<file path="src/rtl/cpu_pkg.sv">
// Shared definitions for the memory-access pipeline stage: widths,
// FSM state encoding, default timeout and the MEM/WB result bundle.
package cpu_pkg;

    localparam int DW      = 32;
    localparam int RW      = 6;
    localparam int TIMEOUT = 16;

    // Wide enough for any timeout up to 255 cycles
    localparam int CTR_W = 8;

    typedef enum logic {
        IDLE = 1'b0,
        BUSY = 1'b1
    } state_t;

    typedef struct packed {
        logic          valid;
        logic          reg_write;
        logic [RW-1:0] rd;
        logic [DW-1:0] data;
    } memwb_t;

endpackage

</file>
<file path="src/rtl/mem_stage_if.sv">
// Request/acknowledge data-memory bus. The pipeline stage is the master
// (issues requests), the data memory is the slave (acknowledges them).
interface mem_stage_if #(
    parameter int DW = cpu_pkg::DW
);

    logic          req;
    logic          we;
    logic [DW-1:0] addr;
    logic [DW-1:0] wdata;
    logic          ack;
    logic [DW-1:0] rdata;

    modport master (
        output req, we, addr, wdata,
        input  ack, rdata
    );

    modport slave (
        input  req, we, addr, wdata,
        output ack, rdata
    );

endinterface

</file>
<file path="src/rtl/mem_timeout_ctr.sv">
// Counts memory wait cycles and flags the last cycle before an access
// must be abandoned.
module mem_timeout_ctr #(
    parameter int TIMEOUT = cpu_pkg::TIMEOUT
) (
    input  logic clk,
    input  logic rst,
    input  logic clear,
    input  logic enable,
    output logic terminal
);

    localparam int CW = cpu_pkg::CTR_W;
    localparam logic [CW-1:0] LAST = CW'(TIMEOUT - 1);

    logic [CW-1:0] count;

    // Wait counter: clear has priority so a fresh access always starts at zero
    always_ff @(posedge clk or posedge rst) begin
        if (rst) begin
            count <= '0;
        end else if (clear) begin
            count <= '0;
        end else if (enable) begin
            count <= count + 1'b1;
        end
    end

    assign terminal = (count == LAST);

endmodule

</file>
<file path="src/rtl/mem_stage.sv">
// Memory-access pipeline stage. Issues loads and stores on the data-memory
// bus, stalls upstream while waiting, and hands a registered result to
// write-back. Accesses that never get acknowledged are aborted with err.
module mem_stage #(
    parameter int DW      = cpu_pkg::DW,
    parameter int RW      = cpu_pkg::RW,
    parameter int TIMEOUT = cpu_pkg::TIMEOUT
) (
    input  logic           clk,
    input  logic           rst,
    input  logic           ex_valid,
    input  logic           ex_mem_read,
    input  logic           ex_mem_write,
    input  logic [DW-1:0]  ex_alu_result,
    input  logic [DW-1:0]  ex_rs2,
    input  logic [RW-1:0]  ex_rd,
    input  logic           ex_reg_write,
    mem_stage_if.master    dm,
    output logic           stall,
    output logic           wb_valid,
    output logic           wb_reg_write,
    output logic [RW-1:0]  wb_rd,
    output logic [DW-1:0]  wb_data,
    output logic           err
);

    import cpu_pkg::state_t;
    import cpu_pkg::memwb_t;
    import cpu_pkg::IDLE;
    import cpu_pkg::BUSY;

    state_t        state, state_n;
    logic          req_q, req_n;
    logic          we_q, we_n;
    logic [DW-1:0] addr_q, addr_n;
    logic [DW-1:0] wdata_q, wdata_n;
    logic [RW-1:0] lat_rd_q, lat_rd_n;
    logic          lat_rw_q, lat_rw_n;
    memwb_t        wb_q, wb_n;
    logic          err_q, err_n;
    logic          ctr_clear, ctr_en, ctr_term;

    mem_timeout_ctr #(
        .TIMEOUT (TIMEOUT)
    ) u_ctr (
        .clk      (clk),
        .rst      (rst),
        .clear    (ctr_clear),
        .enable   (ctr_en),
        .terminal (ctr_term)
    );

    // State and every output are registered; reset abandons any access in flight
    always_ff @(posedge clk or posedge rst) begin
        if (rst) begin
            state    <= IDLE;
            req_q    <= 1'b0;
            we_q     <= 1'b0;
            addr_q   <= '0;
            wdata_q  <= '0;
            lat_rd_q <= '0;
            lat_rw_q <= 1'b0;
            wb_q     <= '0;
            err_q    <= 1'b0;
        end else begin
            state    <= state_n;
            req_q    <= req_n;
            we_q     <= we_n;
            addr_q   <= addr_n;
            wdata_q  <= wdata_n;
            lat_rd_q <= lat_rd_n;
            lat_rw_q <= lat_rw_n;
            wb_q     <= wb_n;
            err_q    <= err_n;
        end
    end

    // Next-state and next-output decisions; bus fields hold unless changed
    always_comb begin
        state_n      = state;
        req_n        = req_q;
        we_n         = we_q;
        addr_n       = addr_q;
        wdata_n      = wdata_q;
        lat_rd_n     = lat_rd_q;
        lat_rw_n     = lat_rw_q;
        wb_n         = wb_q;
        wb_n.valid     = 1'b0;
        wb_n.reg_write = 1'b0;
        err_n        = 1'b0;
        ctr_clear    = 1'b0;
        ctr_en       = 1'b0;

        case (state)
            IDLE: begin
                if (ex_valid) begin
                    if (ex_mem_read && ex_mem_write) begin
                        err_n          = 1'b1;
                        wb_n.valid     = 1'b1;
                        wb_n.reg_write = 1'b0;
                        wb_n.rd        = ex_rd;
                        wb_n.data      = '0;
                    end else if (ex_mem_read || ex_mem_write) begin
                        state_n   = BUSY;
                        req_n     = 1'b1;
                        we_n      = ex_mem_write;
                        addr_n    = ex_alu_result;
                        wdata_n   = ex_rs2;
                        lat_rd_n  = ex_rd;
                        lat_rw_n  = ex_reg_write;
                        ctr_clear = 1'b1;
                    end else begin
                        wb_n.valid     = 1'b1;
                        wb_n.reg_write = ex_reg_write;
                        wb_n.rd        = ex_rd;
                        wb_n.data      = ex_alu_result;
                    end
                end
            end
            BUSY: begin
                if (dm.ack) begin
                    state_n        = IDLE;
                    req_n          = 1'b0;
                    ctr_clear      = 1'b1;
                    wb_n.valid     = 1'b1;
                    wb_n.rd        = lat_rd_q;
                    wb_n.reg_write = we_q ? 1'b0 : lat_rw_q;
                    wb_n.data      = we_q ? '0 : dm.rdata;
                end else if (ctr_term) begin
                    state_n        = IDLE;
                    req_n          = 1'b0;
                    ctr_clear      = 1'b1;
                    err_n          = 1'b1;
                    wb_n.valid     = 1'b1;
                    wb_n.reg_write = 1'b0;
                    wb_n.rd        = lat_rd_q;
                    wb_n.data      = '0;
                end else begin
                    ctr_en = 1'b1;
                end
            end
            default: begin
                state_n = IDLE;
                req_n   = 1'b0;
            end
        endcase
    end

    assign dm.req   = req_q;
    assign dm.we    = we_q;
    assign dm.addr  = addr_q;
    assign dm.wdata = wdata_q;

    assign stall        = (state == BUSY);
    assign wb_valid     = wb_q.valid;
    assign wb_reg_write = wb_q.reg_write;
    assign wb_rd        = wb_q.rd;
    assign wb_data      = wb_q.data;
    assign err          = err_q;

endmodule

</file>
<file path="src/flat_wrapper.sv">
// flat-port wrapper written by rule: the top's interface ports become plain ports
module mem_stage_flat import cpu_pkg::state_t; import cpu_pkg::memwb_t; import cpu_pkg::IDLE; import cpu_pkg::BUSY;
#(
    parameter int DW      = cpu_pkg::DW,
    parameter int RW      = cpu_pkg::RW,
    parameter int TIMEOUT = cpu_pkg::TIMEOUT
)
  (clk, rst, ex_valid, ex_mem_read, ex_mem_write, ex_alu_result, ex_rs2, ex_rd, ex_reg_write, stall, wb_valid, wb_reg_write, wb_rd, wb_data, err, dm_req, dm_we, dm_addr, dm_wdata, dm_ack, dm_rdata);
  mem_stage_if #(.DW(DW)) dm_i ();
  input  logic clk;
  input  logic rst;
  input  logic ex_valid;
  input  logic ex_mem_read;
  input  logic ex_mem_write;
  input  logic [DW-1:0] ex_alu_result;
  input  logic [DW-1:0] ex_rs2;
  input  logic [RW-1:0] ex_rd;
  input  logic ex_reg_write;
  output logic stall;
  output logic wb_valid;
  output logic wb_reg_write;
  output logic [RW-1:0] wb_rd;
  output logic [DW-1:0] wb_data;
  output logic err;
  output wire logic [$bits(dm_i.req)-1:0] dm_req;
  output wire logic [$bits(dm_i.we)-1:0] dm_we;
  output wire logic [$bits(dm_i.addr)-1:0] dm_addr;
  output wire logic [$bits(dm_i.wdata)-1:0] dm_wdata;
  input wire logic [$bits(dm_i.ack)-1:0] dm_ack;
  input wire logic [$bits(dm_i.rdata)-1:0] dm_rdata;
  assign dm_req = dm_i.req;
  assign dm_we = dm_i.we;
  assign dm_addr = dm_i.addr;
  assign dm_wdata = dm_i.wdata;
  assign dm_i.ack = dm_ack;
  assign dm_i.rdata = dm_rdata;
  mem_stage #(.DW(DW), .RW(RW), .TIMEOUT(TIMEOUT)) u_core (.clk(clk), .rst(rst), .ex_valid(ex_valid), .ex_mem_read(ex_mem_read), .ex_mem_write(ex_mem_write), .ex_alu_result(ex_alu_result), .ex_rs2(ex_rs2), .ex_rd(ex_rd), .ex_reg_write(ex_reg_write), .dm(dm_i), .stall(stall), .wb_valid(wb_valid), .wb_reg_write(wb_reg_write), .wb_rd(wb_rd), .wb_data(wb_data), .err(err));
endmodule
</file>
<file path="config.mk">
export PLATFORM = sky130hd
export DESIGN_NAME = mem_stage_flat
export DESIGN_NICKNAME = d
export VERILOG_FILES = /design/src/rtl/cpu_pkg.sv /design/src/rtl/mem_stage_if.sv /design/src/rtl/mem_timeout_ctr.sv /design/src/rtl/mem_stage.sv /design/src/flat_wrapper.sv
export SDC_FILE = /design/constraint.sdc
export NUM_CORES = 1
export LEC_CHECK = 0
export CAP_MARGIN = 20
export CORE_ASPECT_RATIO = 1.75
export CORE_UTILIZATION = 40
export CTS_BUF_LIST = sky130_fd_sc_hd__clkbuf_2 sky130_fd_sc_hd__clkbuf_4 sky130_fd_sc_hd__clkbuf_8
export CTS_CLUSTER_DIAMETER = 40
export CTS_CLUSTER_SIZE = 12
export DETAILED_ROUTE_END_ITERATION = 16
export PLACE_DENSITY = 0.76
export SYNTH_ARGS = -nofsm -noshare
export SYNTH_HDL_FRONTEND = slang
export SYNTH_SLANG_ARGS = --single-unit
</file>
<file path="constraint.sdc">
create_clock -name clk -period 4.8 [get_ports clk]
set_input_delay 0.96 -clock clk [delete_from_list [all_inputs] [get_ports clk]]
set_output_delay 0.96 -clock clk [all_outputs]
set_load 0.005 [all_outputs]
</file>
==> results.cfg <==
[routing]
route.met3.wl_um = 669
dr.first_iter.drc_count = 107
routed-wl-met2_um = 7460
vias_per_cell = 5.01
drt-met1-wl_um = 4540
wl_per_cell_um = 17.6
drtPass1Iterations = 4
drc = 0
routed_wl_um = 13300
vias = 3779
ant_nets = 0
highest_layer = met4

[synthesis]
ys_seq_area_share_pct = 59.4
synth_fa_ha_area_share_pct = 0.965
synth_xor_area_share_pct = 0
synth_area_um2 = 5180
ys_types = 33
synthCells = 352
synth_compound_area_share_pct = 8.81
avgSynthCellArea_um2 = 14.7
synthSimpleGateAreaFrac_pct = 4.25
synthMuxAreaShare_pct = 23.2
ys_ff_latch = 123
synth_top_family_by_area = multiplexers
synthesis.nets = 465
ys_warn_count = 0

[cts]
clock_latency_ps = 430
clockBufferDepth = 2
cts_setup_buffers = 0
hold_buffers = 0
ctsResizeCount = 0
clock_sinks = 123
path_clk_slew_ps = 70
tritoncts = yes
cts-root-buf = clkbuf_8
htreeDepth = 4
cts_buffers = 17

[grt]
first_global_vias = 4167
grt_max_degree = 66
globalRouteOverflowTotal = 0
grt_use_total_pct = 21.0
antenna_found_initial = 1
grt_pass1_wl_um = 20900

[power_and_ir_drop]
swShare_pct = 27.0
p_comb_share_pct = 35.1
p_sw_uw = 1100
vdd_drop_max_mv = 0.312
intPower_uw = 2970
seqPwrFrac_pct = 39.7
powerDensity_nw_per_um2 = 513
p_clk_share_pct = 25.2
p_leak_uw = 0.00342

[critical_path]
cp.required_ps = 5110
arrival_ps = 3330
worst_path_max_delay_cell = a21oi_4
max_stage_delay_ps = 680
start_kind = input pin
end_kind = flip-flop
cp_max_fo = 26
crit_type = input pin to flip-flop
path_cells = clkdlybuf4s50_1 -> inv_1 -> ha_1 -> nor3b_1 -> a21oi_4 -> buf_4 -> mux2_2

[timing]
report.final.hold_viol_count = 0
timing.slew.headroom_pct = 42.4
tightest_slew_ps = 862
fmax_mhz = 331
finalClockSkew_ps = 14.4
min_period_over_period_pct = 62.9
setup_violations = 0
fin_crit_ps = 3020
rsz0062_at_grt = no
slew_viol_final = 0
tns_ps = 0

[placed_design]
portBuffers = 216
dpl_cell_area_um2 = 7470
hpwl_um = 9820
gp_congestion = 0.736

[min_path]
worstHoldPathType = flip-flop to flip-flop

[die]
fp.dieW_um = 88.1
dieArea_um2 = 13400
ios = 217
start_util_pct = 41.3
rows = 54
coreArea_um2 = 12600
fp.dieH_um = 153

[layout]
fin_util_pct = 63.1
area_growth_syn_to_layout_pct = 52.8
final_cell_area_um2 = 7920
drive_above_1_share_pct = 13.0
final_cell_mix = clkdlybuf4s50_1, dfrtp_1, mux2_1
fillers = 1020
final_common_cell = clkdlybuf4s50_1
nNetsFinal = 686

[status]
status = finished, final reports clean

[flow_run]
maxCapViolations = 0
## metrics by stage
stage / worst slack (ps) / cells / hold WS [ps] / power [uW]
floorplan: 569 / 352 / 456 / 2130
global placement: 1360 / 722 / 468 / 3030
detailed placement: 1290 / 722 / 474 / 3080
CTS: 1760 / 754 / 490 / 4120
global route: 1670 / 755 / 498 / 4290
finish: 1780 / 755 / 486 / 4060
## Yosys cell counts
cell type  instances  area (um^2)
or3b_1             1         8.76
o21a_1             1         7.51
a21oi_1            3         15.0
nand2_1            7         26.3
mux2i_1            1         10.0
buf_2              3         15.0
dfrtp_1          123         3080
nand4_1            1         6.26
and2_1             7         43.8
o21ai_0            6         30.0
nand3_1            5         25.0
buf_6              9          101
mux2_4             3         45.0
nor2_2             1         6.26
buf_4              3         22.5
inv_1              5         18.8
o22ai_1            1         6.26
a211oi_1           1         7.51
nor2_1             8         30.0
ha_1               4         50.1
mux2_1            74          833
mux2_2            28          315
or3b_2             1         8.76
a221o_1            6         60.1
clkbuf_1           5         18.8
nor3b_1            1         7.51
a21oi_2            1         8.76
nor4_4             1         21.3
a22o_1            35          307
nand2b_1           1         6.26
a21o_1             2         15.0
and3_1             3         18.8
nor2_4             1         11.3
## metal layers
layer  vias up  GRT usage [%]
li1       1733              -
met1      1868           20.2
met2       138           37.9
met3        40           5.74
met4         0           12.9
met5         -              0
## layout make-up
cell class | count | area [um^2] | share of cell area [%]
Antenna cell | 1 | 2.50 | 0.0316
Clock buffer | 19 | 262 | 3.30
Clock inverter | 13 | 190 | 2.40
Inverter | 5 | 21.3 | 0.268
Multi-Input combinational cell | 204 | 1940 | 24.5
Sequential cell | 123 | 3080 | 38.8
Tap cell | 168 | 210 | 2.65
Timing Repair Buffer | 222 | 2220 | 28.0
## flip-flops by register name, indices dropped and copies added (netlist names)
signal	flops
u_core.lat_rw_q	1
u_core.dm.we	1
u_core.dm.req	1
u_core.lat_rd_q	6
u_core.wb_valid	1
u_core.dm.wdata	32
u_core.err	1
u_core.stall	1
u_core.dm.addr	32
u_core.wb_data	32
u_core.u_ctr.count	8
u_core.wb_rd	6
u_core.wb_reg_write	1
## logic make-up (layout without fill, tap and decap cells)
| family | count (synthesis) | count (layout) |
|---|---|---|
| mux | 106 | 106 |
| other cells | 0 | 1 |
| fa+ha+maj | 4 | 4 |
| compound gates | 56 | 56 |
| flops | 123 | 123 |
| buf+inv | 25 | 259 |
| simple gates | 38 | 38 |
## power by group through the flow
stage               logic (uW)  registers, uW  clock network (uW)
global route              1530           1660                1090
global placement          1420           1610                   0
detailed placement        1450           1630                   0
CTS                       1460           1620                1050
floorplan                  489           1640                   0
finish                    1430           1610                1020
## worst paths after layout
check / slack [ps] / cells after the start / to / startpoint
max: 1780 / 7 / u_core.wb_data[6] / ex_mem_write
min: 490 / 1 / u_core.dm.wdata[19] / u_core.dm.wdata[19]
max reg2reg: 2170 / 6 / u_core.wb_data[6] / u_core.u_ctr.count[0]
min reg2reg: 490 / 1 / u_core.dm.wdata[19] / u_core.dm.wdata[19]
max in group asynchronous: 2960 / 3 / u_core.wb_data[25] / rst
min in group asynchronous: 1000 / 2 / u_core.dm.wdata[15] / rst
## critical path: cells and delay by family
family          cells  cell delay [ps]
buf+inv             3              940
compound gates      1              680
mux                 1              360
fa+ha+maj           1              290
simple gates        1               80
Note: power is estimated with default switching activity, not from simulation.
